$ cat config.mk
export PLATFORM = sky130hd
export DESIGN_NAME = program_counter_flat
export DESIGN_NICKNAME = d
export VERILOG_FILES = /design/src/rtl/program_counter_pkg.sv /design/src/rtl/program_counter_if.sv /design/src/rtl/program_counter_pc_adder.sv /design/src/rtl/program_counter.sv /design/src/flat_wrapper.sv
export SDC_FILE = /design/constraint.sdc
export NUM_CORES = 1
export LEC_CHECK = 0
export CAP_MARGIN = 20
export CORE_ASPECT_RATIO = 1.25
export CORE_UTILIZATION = 48
export DETAILED_ROUTE_END_ITERATION = 12
export PLACE_DENSITY = 0.88
export REMOVE_ABC_BUFFERS = 1
export SETUP_SLACK_MARGIN = 0.02
export SLEW_MARGIN = 20
export SYNTH_ARGS = -nofsm -noshare
export SYNTH_HDL_FRONTEND = slang
export SYNTH_SLANG_ARGS = --single-unit
$ cat constraint.sdc
create_clock -name clk -period 4.85 [get_ports clk]
set_input_delay 0.485 -clock clk [delete_from_list [all_inputs] [get_ports clk]]
set_output_delay 0.485 -clock clk [all_outputs]
set_load 0.02 [all_outputs]
$ cat src/rtl/program_counter_pkg.sv
// Shared constants and types for the instruction fetch program counter.
package program_counter_pkg;

  localparam int unsigned PC_WORDSIZE   = 64;
  localparam logic [63:0] PC_RESET_ADDR = 64'h0;
  localparam int unsigned INSTR_BYTES   = 4;

  // Kind of register update selected on a clock edge, in priority order.
  typedef enum logic [1:0] {
    UPD_HOLD   = 2'd0,
    UPD_LOAD   = 2'd1,
    UPD_REJECT = 2'd2,
    UPD_STEP   = 2'd3
  } pc_upd_e;

  // A fetch address is usable only if it lands on an instruction boundary.
  function automatic logic is_aligned(input logic [1:0] lsb);
    return (lsb == 2'b00);
  endfunction

endpackage

$ cat src/rtl/program_counter_if.sv
// Fetch-control bundle between the core front end and the program counter.
interface program_counter_if
  #(parameter int unsigned WORDSIZE = program_counter_pkg::PC_WORDSIZE);

  logic                en;
  logic                load;
  logic [WORDSIZE-1:0] load_addr;
  logic [WORDSIZE-1:0] addr;
  logic [WORDSIZE-1:0] next_addr;
  logic                misalign;

  modport master (
    output en, load, load_addr,
    input  addr, next_addr, misalign
  );

  modport slave (
    input  en, load, load_addr,
    output addr, next_addr, misalign
  );

endinterface

$ cat src/rtl/program_counter_pc_adder.sv
// Sequential-step adder: current PC plus a fixed stride, modulo 2^WORDSIZE.
module pc_adder
  import program_counter_pkg::*;
#(
  parameter int unsigned WORDSIZE  = PC_WORDSIZE,
  parameter int unsigned INCREMENT = INSTR_BYTES
) (
  input  logic [WORDSIZE-1:0] a,
  output logic [WORDSIZE-1:0] sum_c
);

  // Carry out of the top bit is dropped so the PC wraps silently.
  assign sum_c = a + WORDSIZE'(INCREMENT);

endmodule

$ cat src/rtl/program_counter.sv
// Instruction fetch address register with stall, redirect and misalign flag.
module program_counter
  import program_counter_pkg::*;
#(
  parameter int unsigned         WORDSIZE   = PC_WORDSIZE,
  parameter logic [WORDSIZE-1:0] RESET_ADDR = WORDSIZE'(PC_RESET_ADDR),
  parameter int unsigned         INCREMENT  = INSTR_BYTES
) (
  input  logic              clk,
  input  logic              rst_n,
  program_counter_if.slave  pc
);

  logic [WORDSIZE-1:0] addr_q;
  logic [WORDSIZE-1:0] inc_c;
  logic                misalign_q;
  pc_upd_e             upd_c;

  pc_adder #(
    .WORDSIZE  (WORDSIZE),
    .INCREMENT (INCREMENT)
  ) u_pc_adder (
    .a     (addr_q),
    .sum_c (inc_c)
  );

  // Pick the update for this edge: stall beats redirect beats sequential step.
  always_comb begin
    upd_c = UPD_HOLD;
    if (pc.en) begin
      if (pc.load) begin
        upd_c = is_aligned(pc.load_addr[1:0]) ? UPD_LOAD : UPD_REJECT;
      end else begin
        upd_c = UPD_STEP;
      end
    end
  end

  // PC and misalign flag; a rejected target leaves the PC where it is.
  always_ff @(posedge clk or negedge rst_n) begin
    if (!rst_n) begin
      addr_q     <= RESET_ADDR;
      misalign_q <= 1'b0;
    end else begin
      case (upd_c)
        UPD_HOLD: begin
          addr_q     <= addr_q;
          misalign_q <= misalign_q;
        end
        UPD_LOAD: begin
          addr_q     <= pc.load_addr;
          misalign_q <= 1'b0;
        end
        UPD_REJECT: begin
          addr_q     <= addr_q;
          misalign_q <= 1'b1;
        end
        UPD_STEP: begin
          addr_q     <= inc_c;
          misalign_q <= 1'b0;
        end
      endcase
    end
  end

  assign pc.addr      = addr_q;
  assign pc.next_addr = inc_c;
  assign pc.misalign  = misalign_q;

endmodule

$ cat src/flat_wrapper.sv
// flat-port wrapper written by rule: the top's interface ports become plain ports
module program_counter_flat import program_counter_pkg::*;
#(
  parameter int unsigned         WORDSIZE   = PC_WORDSIZE,
  parameter logic [WORDSIZE-1:0] RESET_ADDR = WORDSIZE'(PC_RESET_ADDR),
  parameter int unsigned         INCREMENT  = INSTR_BYTES
)
  (clk, rst_n, pc_en, pc_load, pc_load_addr, pc_addr, pc_next_addr, pc_misalign);
  program_counter_if #(.WORDSIZE(WORDSIZE)) pc_i ();
  input  logic clk;
  input  logic rst_n;
  input wire logic [$bits(pc_i.en)-1:0] pc_en;
  input wire logic [$bits(pc_i.load)-1:0] pc_load;
  input wire logic [$bits(pc_i.load_addr)-1:0] pc_load_addr;
  output wire logic [$bits(pc_i.addr)-1:0] pc_addr;
  output wire logic [$bits(pc_i.next_addr)-1:0] pc_next_addr;
  output wire logic [$bits(pc_i.misalign)-1:0] pc_misalign;
  assign pc_i.en = pc_en;
  assign pc_i.load = pc_load;
  assign pc_i.load_addr = pc_load_addr;
  assign pc_addr = pc_i.addr;
  assign pc_next_addr = pc_i.next_addr;
  assign pc_misalign = pc_i.misalign;
  program_counter #(.WORDSIZE(WORDSIZE), .RESET_ADDR(RESET_ADDR), .INCREMENT(INCREMENT)) u_core (.clk(clk), .rst_n(rst_n), .pc(pc_i));
endmodule
Yosys cells after proc, flatten, opt, wreduce, memory -nomap -nowiden
Cells that the tools add are included.
- muxes and demuxes: 5
- add/subtract/negate cells: 1
- equal/unequal tests: 3
- reductions and logical operators: 4
- operators with widths (kind ; count):
    $pmux 64 s2 ; 1
    $add 64x3->64 const B ; 1
    $mux 2 ; 3
    $eq 2x2->1 const B ; 2
    $logic_not 2->1 ; 2
    $reduce_or 2->1 ; 2
    $eq 2x1->1 const B ; 1
    $pmux 1 s2 ; 1
- register bits: 65
- word-level logic and storage cells: 15
- input port bits: 68
- output and inout bits: 129

Logic depth before layout (Yosys ltp)
Gate-level depths: netlist of run 1.
- depth in word-level cells: 7
- gate-level depth with buffers: 9
- gate-level depth less buffers: 7

Cells and area by module
A second synthesis of run 1 with hierarchy kept.
- cells, all modules: 491
- area total of the unflattened synthesis: 4775.8 µm²
- modules (own cells, without submodules) (module ; cells an instance ; instances ; sequential area each (µm²) ; area an instance (µm²)):
    program_counter ; 286 ; 1 ; 1626.6 ; 3410.8
    pc_adder ; 205 ; 1 ; 0.0 ; 1365.1

Least setup slack after synthesis of run 1
OpenSTA, ideal clock, no wires.
- kind: register to output
- start: reg u_core.addr_q[13] (netlist: u_core.pc.addr[13])
- end: out pc_next_addr[63]
- stages on the path, launching flop included: 9
- data required time: 4365 ps
- arrival time: 2372 ps
- setup slack: 1993 ps
- path buffers: 3
- path through: dfrtp_1 > clkbuf_2 > nand4_2 > or3_1 > buf_6 > nor4_4 > buf_4 > nand4_1 > xnor2_1
- word-level cells in the longest chain between the ends: 1
- ends and longest elaborated chain (element ; RTL line ; text):
    from (decl) ; program_counter.sv:14 ; logic [WORDSIZE-1:0] addr_q;
    from (signal assigned) ; program_counter.sv:47 ; addr_q <= addr_q;
    from (signal assigned) ; program_counter.sv:51 ; addr_q <= pc.load_addr;
    from (signal assigned) ; program_counter.sv:55 ; addr_q <= addr_q;
    $add 64x3->64 ; program_counter_pc_adder.sv:13 ; assign sum_c = a + WORDSIZE'(INCREMENT);
    to (decl) ; flat_wrapper.sv:16 ; output wire logic [$bits(pc_i.next_addr)-1:0] pc_next_addr;
Every way passes these cells.

Worst setup path in the final report of run 1
- start: reg u_core.addr_q[13] (netlist: u_core.pc.addr[13])
- end: out pc_next_addr[57]
Same word-level chain as after synthesis.

==> results of run 1 <==
[worst max-delay path: stages, from the launching register on]
cell and delay [ps]:
dfrtp_1 540, nand4_2 170, or3_1 640, nor4_4 610, nand3_1 180, xnor2_1 260
clkdlybuf4s50_1 650
[power by group through the flow]
stage               Clock (mW)  Combinational, mW  Sequential [mW]
finish                   0.601               1.01            0.821
global route             0.629               1.07            0.839
CTS                      0.606               1.01            0.814
detailed placement           0               1.01            0.822
global placement             0              0.994            0.810
floorplan                    0              0.383            0.892
[per-layer routing]
layer	routed length, µm	up-vias
li1	-	2486
met1	6420	2655
met2	8540	309
met3	1560	47
met4	540	0
met5	0	-
[metrics by stage]
step	setup slack [ps]	power (mW)	std cells	util [%]	hold WS, ps
after floorplan	1290	1.28	530	-	189
after global placement	1510	1.80	862	70.4	486
final	968	2.43	875	73.2	348
after detailed placement	1340	1.83	862	70.4	505
after CTS	1000	2.43	875	73.2	381
after global routing	831	2.53	875	73.2	434
[area by class of cell]
class	count	share of cell area, %
clock buffers	13	3.82
inverters	6	0.319
multi-input cells	459	41.9
flip-flops and latches	65	23.0
well taps	126	2.23
repair buffers	206	28.8
[kinds of logic (layout without fill, tap and decap cells)]
kind of cell | after synthesis | after routing
AND/OR/NAND/NOR | 256 | 256
adder cells (fa/ha/maj) | 1 | 1
buffers and inverters | 55 | 225
flip-flops | 65 | 65
AO/OA/AOI/OAI | 142 | 142
XOR/XNOR | 60 | 60
[flip-flops by register name, indices dropped and copies added (netlist names)]
signal              flops
u_core.pc.addr         64
u_core.pc.misalign      1
[path summary, 6_finish.rpt]
check                           slack, ps  cells after the start                  to          startpoint
worst max-delay path                  970                      6    pc_next_addr[57]  u_core.pc.addr[13]
worst min-delay path                  350                      2  u_core.pc.addr[15]               rst_n
worst max register to register       2150                      7  u_core.pc.addr[46]   u_core.pc.addr[2]
worst min register to register        520                      1   u_core.pc.addr[1]   u_core.pc.addr[1]
max in group asynchronous            3930                      2  u_core.pc.addr[61]               rst_n
min in group clk                      520                      1   u_core.pc.addr[1]   u_core.pc.addr[1]
[cell usage in the layout (no fill, tap or decap), types with 2 or more instances in the layout]
cell and n:
a41oi_1 8, nand3_1 32, and2_1 11, clkbuf_8 3
and3_1 13, nand2_1 90, dfrtp_1 65, or2_2 2
nand4_1 20, clkbuf_16 9, or4_1 3, o21ai_0 46
nor3_1 18, inv_1 6, o311ai_1 2, a21oi_1 14
o211ai_1 3, xnor2_1 42, a31oi_1 8, a22o_1 6
nor3b_1 3, or3_1 4, nor2_1 26, nor4_1 6
o311ai_0 19, a21o_1 8, xor2_1 18, a22oi_1 4
o211a_1 3, a221o_1 18, clkdlybuf4s50_1 195, buf_4 10
nor4_4 5, and4_1 13
==> flow_summary_export.csv, run 1 <==
group,metric,value,unit
sta,max_clock_freq,0.258,GHz
cells_and_area,diodes,0,
global_route,total_grt_usage,33.2,%
power_and_ir_drop,power.net_switching,0.920,mW
flow_run,number_of_max_cap_violations,0,
synthesis,xor_and_xnor_area_share_after_synthesis,10.9,%
sta,min_period_over_period,80.0,%
clock_tree,clock_tree.root_cell,"clkbuf_16",
synthesis,synth-seq-area-share,33.8,%
global_route,grt_use_met1,39.0,%
floorplan,core.rowCount,40,
global_route,global_route.usage.met3,7.47,%
power_and_ir_drop,total_internal_power,1.51,mW
placed_design,postPlaceCellArea,6800,µm²
drt,firstDrtPassIters,7,
placed_design,hpwlAfterDp,12.2,mm
cells_and_area,multiInputGateArea,2960,µm²
drt,postRouteAntennaNets,0,
sta,slew_headroom,37.0,%
min_path,hp-class,"in -> async",
setup_path,timing.critical_path.to_type,"output port",
synthesis,synthesis.area_per_instance,8.31,µm²
setup_path,cp_max_fo,9,
clock_tree,postCtsResizedCells,0,
power_and_ir_drop,leakage,2.76,nW
setup_path,crit_path_start_kind,"flop",
floorplan,fp.dieW,91.6,µm
synthesis,area_fraction_in_compound_gates_after_synthesis,20.9,%
cells_and_area,nFillCells,697,
drt,via_cell_ratio,6.28,
synthesis,synth_enable_flop_cells,0,
cells_and_area,post-route-cell-area,7070,µm²
power_and_ir_drop,vdd_drop_max,0.217,mV
global_route,grt_most_used_layer,"met2",
synthesis,syn-cell-area,4810,µm²
synthesis,yosysUniqueCellTypes,49,
cells_and_area,layout-drive-gt1-share,5.34,%
floorplan,floorplan.initialDensity,49.8,%
sta,final-max-slew-violation-count,0,
synthesis,postSynth.asyncResetShare,100,%
synthesis,yosysTopAreaCellShare,33.8,%
clock_tree,cts_inserted_buffers,9,
synthesis,synthDominantAreaCellType,"dfrtp_1",
sta,grt_setup_unrepaired,"no",
floorplan,design.die.area,10400,µm²
cells_and_area,seq_area,1630,µm²
drt,via_count,5497,
synthesis,post_synth_inst_count,579,
synthesis,postSynthRegisterBits,65,
sta,setup_tns,0,ps
setup_path,required_time_of_the_critical_path,4370,ps
drt,drt_wirelength,17.1,mm
clock_tree,number_of_sinks_handled_by_clock_tree_synthesis,65,
synthesis,synth_fa_ha_area_share,0.260,%
synthesis,simple_gate_fraction_of_synth_area,29.2,%
setup_path,arrival,3400,ps
synthesis,synth.area.top_cells,"dfrtp_1 (34%), xnor2_1 (7.6%), nand2_1 (7.0%)",
clock_tree,cts_hold_buf,0,
global_route,first_global_vias,5407,
drt,residual_drc,0,
placed_design,portBuffers,196,
floorplan,die_height,114,µm
power_and_ir_drop,p_comb_share,41.6,%
clock_tree,tritoncts,"done",
drt,routedWlPerCell,19.5,µm
sta,fin_crit,3880,ps
global_route,antenna_found_initial,0,
setup_path,timing_worst_setup_path_type,"reg -> out",
power_and_ir_drop,power.clock.fraction,24.7,%
placed_design,finalWeightedCongestion,0.840,
clock_tree,clk_latency,330,ps
synthesis,ys.warnings.count,0,
clock_tree,cts.repair_timing.setup_buffer_count,0,
clock_tree,cts.htree.levels,3,
power_and_ir_drop,power_density,345,nW/µm²
synthesis,yosysMostFrequentCell,"nand2_1",
sta,report.final.setup_viol,0,
sta,finalHoldViolCount,0,
power_and_ir_drop,sw_frac_of_total,37.8,%
global_route,met2_resource_use_gr,57.4,%
drt,starting_drt_drc_count,429,
sta,measured_slew_at_the_worst_slew_check_pin,945,ps
cells_and_area,flow.area_growth_from_synthesis,46.9,%
power_and_ir_drop,power.sequential.fraction,33.7,%
floorplan,placeable_core_area,9660,µm²
global_route,global_route.overflow_total,0,
global_route,global_route_wire_length_before_repair,27.2,mm
clock_tree,clk_transition_reported_paths,50,ps
cells_and_area,layout.nets,816,
floorplan,boundaryPins,197,
synthesis,post_synth_mux_area_share,0,%
run_status,status,"finished, final reports clean",
global_route,pin_count_of_the_biggest_net_entering_global_routing,66,
clock_tree,cts_max_path_buffers,2,
synthesis,top_reg_cell_synth,"dfrtp_1",
synthesis,synth_top_cells_by_count,"nand2_1 (90), dfrtp_1 (65), o21ai_0 (46)",
synthesis,combinational_family_with_the_most_area_after_synthesis,"simple AND/OR/NAND/NOR gates",
sta,clock-skew-final,2.66,ps
No activity file was read; power rests on OpenSTA's default activity.
==> run 2, diff against run 1 <==
- CORE_UTILIZATION: 48 -> 44
- PLACE_DENSITY: 0.88 -> 0.82
- clock period: 4.85 -> 3.65 ns (I/O delays scaled with it)
==> run 2 against run 1 <==
Against the previous run: clock-buffer cell count is 3 lower; final cell count rose by 1.6%; combinational power up 34%; clock power up 45%; via count is 0.38% higher; largest cell class unchanged; critical endpoint is now pc_next_addr[36]; hold slack worse by 190 ps; register-to-register slack lost 990 ps; critical path type unchanged; setup slack worse by 850 ps; critical path depth grew 2; die area grew 8.9%.
==> flow_summary_export.csv, run 2 (synthesis gave the netlist of run 1 again) <==
group,metric,value,unit
run_status,status,"finished, final reports clean",
floorplan,boundaryPins,197,
power_and_ir_drop,leakage,2.81,nW
power_and_ir_drop,sw_frac_of_total,37.9,%
floorplan,core.rowCount,42,
cells_and_area,mostFrequentLayoutCell,"clkdlybuf4s50_1",
cells_and_area,flow.area_growth_from_synthesis,49.2,%
sta,finalHoldViolCount,0,
cells_and_area,diodes,0,
floorplan,placeable_core_area,10600,µm²
clock_tree,clock_tree.root_cell,"clkbuf_16",
setup_path,arrival,3160,ps
power_and_ir_drop,power_density,461,nW/µm²
sta,min_period_over_period,96.7,%
power_and_ir_drop,power.clock.fraction,26.3,%
global_route,pin_count_of_the_biggest_net_entering_global_routing,54,
cells_and_area,post-route-util,67.6,%
placed_design,hpwlAfterDp,12.5,mm
global_route,global_route_wire_length_before_repair,27.3,mm
min_path,hp-class,"in -> async",
clock_tree,clk_latency,330,ps
cells_and_area,layout.nets,821,
power_and_ir_drop,power.sequential.fraction,33.0,%
clock_tree,tritoncts,"done",
sta,hold-worst-slack,153,ps
power_and_ir_drop,total_internal_power,2.05,mW
clock_tree,cts_hold_buf,0,
sta,grt_setup_unrepaired,"yes",
clock_tree,number_of_sinks_handled_by_clock_tree_synthesis,65,
placed_design,portBuffers,196,
global_route,global_route.overflow_total,0,
drt,via_count,5518,
global_route,antenna_found_initial,0,
clock_tree,cts_max_path_buffers,2,
setup_path,regToRegEndpoint,"u_core.pc.addr[38]",
clock_tree,cts_inserted_buffers,9,
placed_design,finalWeightedCongestion,0.874,
setup_path,reg2reg_setup_slack,1160,ps
power_and_ir_drop,vdd_drop_max,0.283,mV
setup_path,required_time_of_the_critical_path,3280,ps
floorplan,fp.dieW,95.5,µm
sta,clock-skew-final,6.03,ps
sta,report.final.setup_viol,0,
setup_path,depth_of_the_worst_register_to_register_path,7,
setup_path,cp_max_fo,8,
drt,residual_drc,0,
drt,firstDrtPassIters,5,
flow_run,number_of_max_cap_violations,0,
setup_path,crit_path_start_kind,"flop",
floorplan,design.die.area,11400,µm²
power_and_ir_drop,power.net_switching,1.25,mW
sta,setup_tns,0,ps
drt,starting_drt_drc_count,429,
floorplan,die_height,119,µm
setup_path,worst_r2r_startpoint,"u_core.pc.addr[3]",
global_route,total_grt_usage,30.9,%
setup_path,timing_worst_setup_path_type,"reg -> out",
cells_and_area,layout-drive-gt1-share,7.00,%
drt,postRouteAntennaNets,0,
drt,via_cell_ratio,6.21,
cells_and_area,most_used_cells_in_the_layout_excluding_fill_and_tap_cells,"clkdlybuf4s50_1 (195), nand2_1 (90), dfrtp_1 (64)",
drt,drt_wirelength,17.4,mm
sta,max_clock_freq,0.283,GHz
setup_path,timing.critical_path.to_type,"output port",
sta,slew_headroom,40.3,%
global_route,first_global_vias,5356,
cells_and_area,nFillCells,847,
sta,final-max-slew-violation-count,0,
clock_tree,clk_transition_reported_paths,60,ps
sta,measured_slew_at_the_worst_slew_check_pin,895,ps
sta,fin_crit,3530,ps
clock_tree,cts.htree.levels,3,
cells_and_area,max_reg_flops,64,
power_and_ir_drop,p_comb_share,40.8,%
drt,routedWlPerCell,19.5,µm
floorplan,floorplan.initialDensity,45.3,%
==> run 2: worst max path at each step <==
| stage | to | depth (start not counted) | from | slack (ps) |
|---|---|---|---|---|
| after global routing | pc_next_addr[55] | 8 | u_core.pc.addr[29] | 2 |
| after floorplan | u_core.pc.addr[43] | 5 | pc_load_addr[1] | 210 |
| after global placement | pc_next_addr[57] | 6 | u_core.pc.addr[13] | 440 |
| after detailed placement | pc_next_addr[49] | 6 | u_core.pc.addr[13] | 350 |
| after CTS | pc_next_addr[55] | 8 | u_core.pc.addr[10] | 20 |
| final | pc_next_addr[36] | 8 | u_core.pc.addr[3] | 120 |
==> run 2: timing repair <==
action / 4_1_cts / 5_1_grt
pin swaps: 1 / 1
resized for setup: 1 / 3
hold endpoints to repair: 0 / 0
buffers inserted: 1 / 0
setup endpoints to repair: 4 / 15
==> run 2: through the flow <==
step	worst slack, ps	total power [mW]	cell area (µm²)	cells
floorplan	212	1.70	4590	530
global placement	441	2.41	6860	872
detailed placement	348	2.44	6860	872
CTS	21.7	3.31	7170	889
global route	1.57	3.44	7180	889
finish	122	3.31	7180	889
==> run 2: layer usage <==
metal / global-route usage [%] / vias to the layer above / part of all wire, %
met4: 14.3 / 0 / 3.3
met1: 37.8 / 2651 / 39
met3: 5.43 / 44 / 8.4
met5: 0 / - / 0
li1: - / 2502 / -
met2: 51.8 / 321 / 49
==> run 2: cell type report <==
type	count	area [µm²]	area share [%]
flip-flops and latches	65	1630	22.7
clock inverters	6	57.6	0.802
repair buffers	211	2090	29.2
clock buffers	10	239	3.33
well taps	132	165	2.30
multi-input cells	459	2970	41.4
inverters	6	22.5	0.314
==> run 2: power by group through the flow <==
stage                     registers (mW)  logic (mW)  clock network, mW
after floorplan                     1.19       0.509                  0
after global placement              1.08        1.33                  0
after detailed placement            1.09        1.34                  0
after CTS                           1.08        1.35              0.874
after global routing                1.11        1.42              0.907
final                               1.09        1.35              0.869
==> run 2: worst max-delay path, cell delays in order (launching register included) <==
cell	delay (ps)
dfrtp_1	420
ha_1	310
and3_1	260
nand4_1	110
buf_4	190
nor3_1	480
nand3_1	170
xnor2_1	250
clkdlybuf4s50_1	650
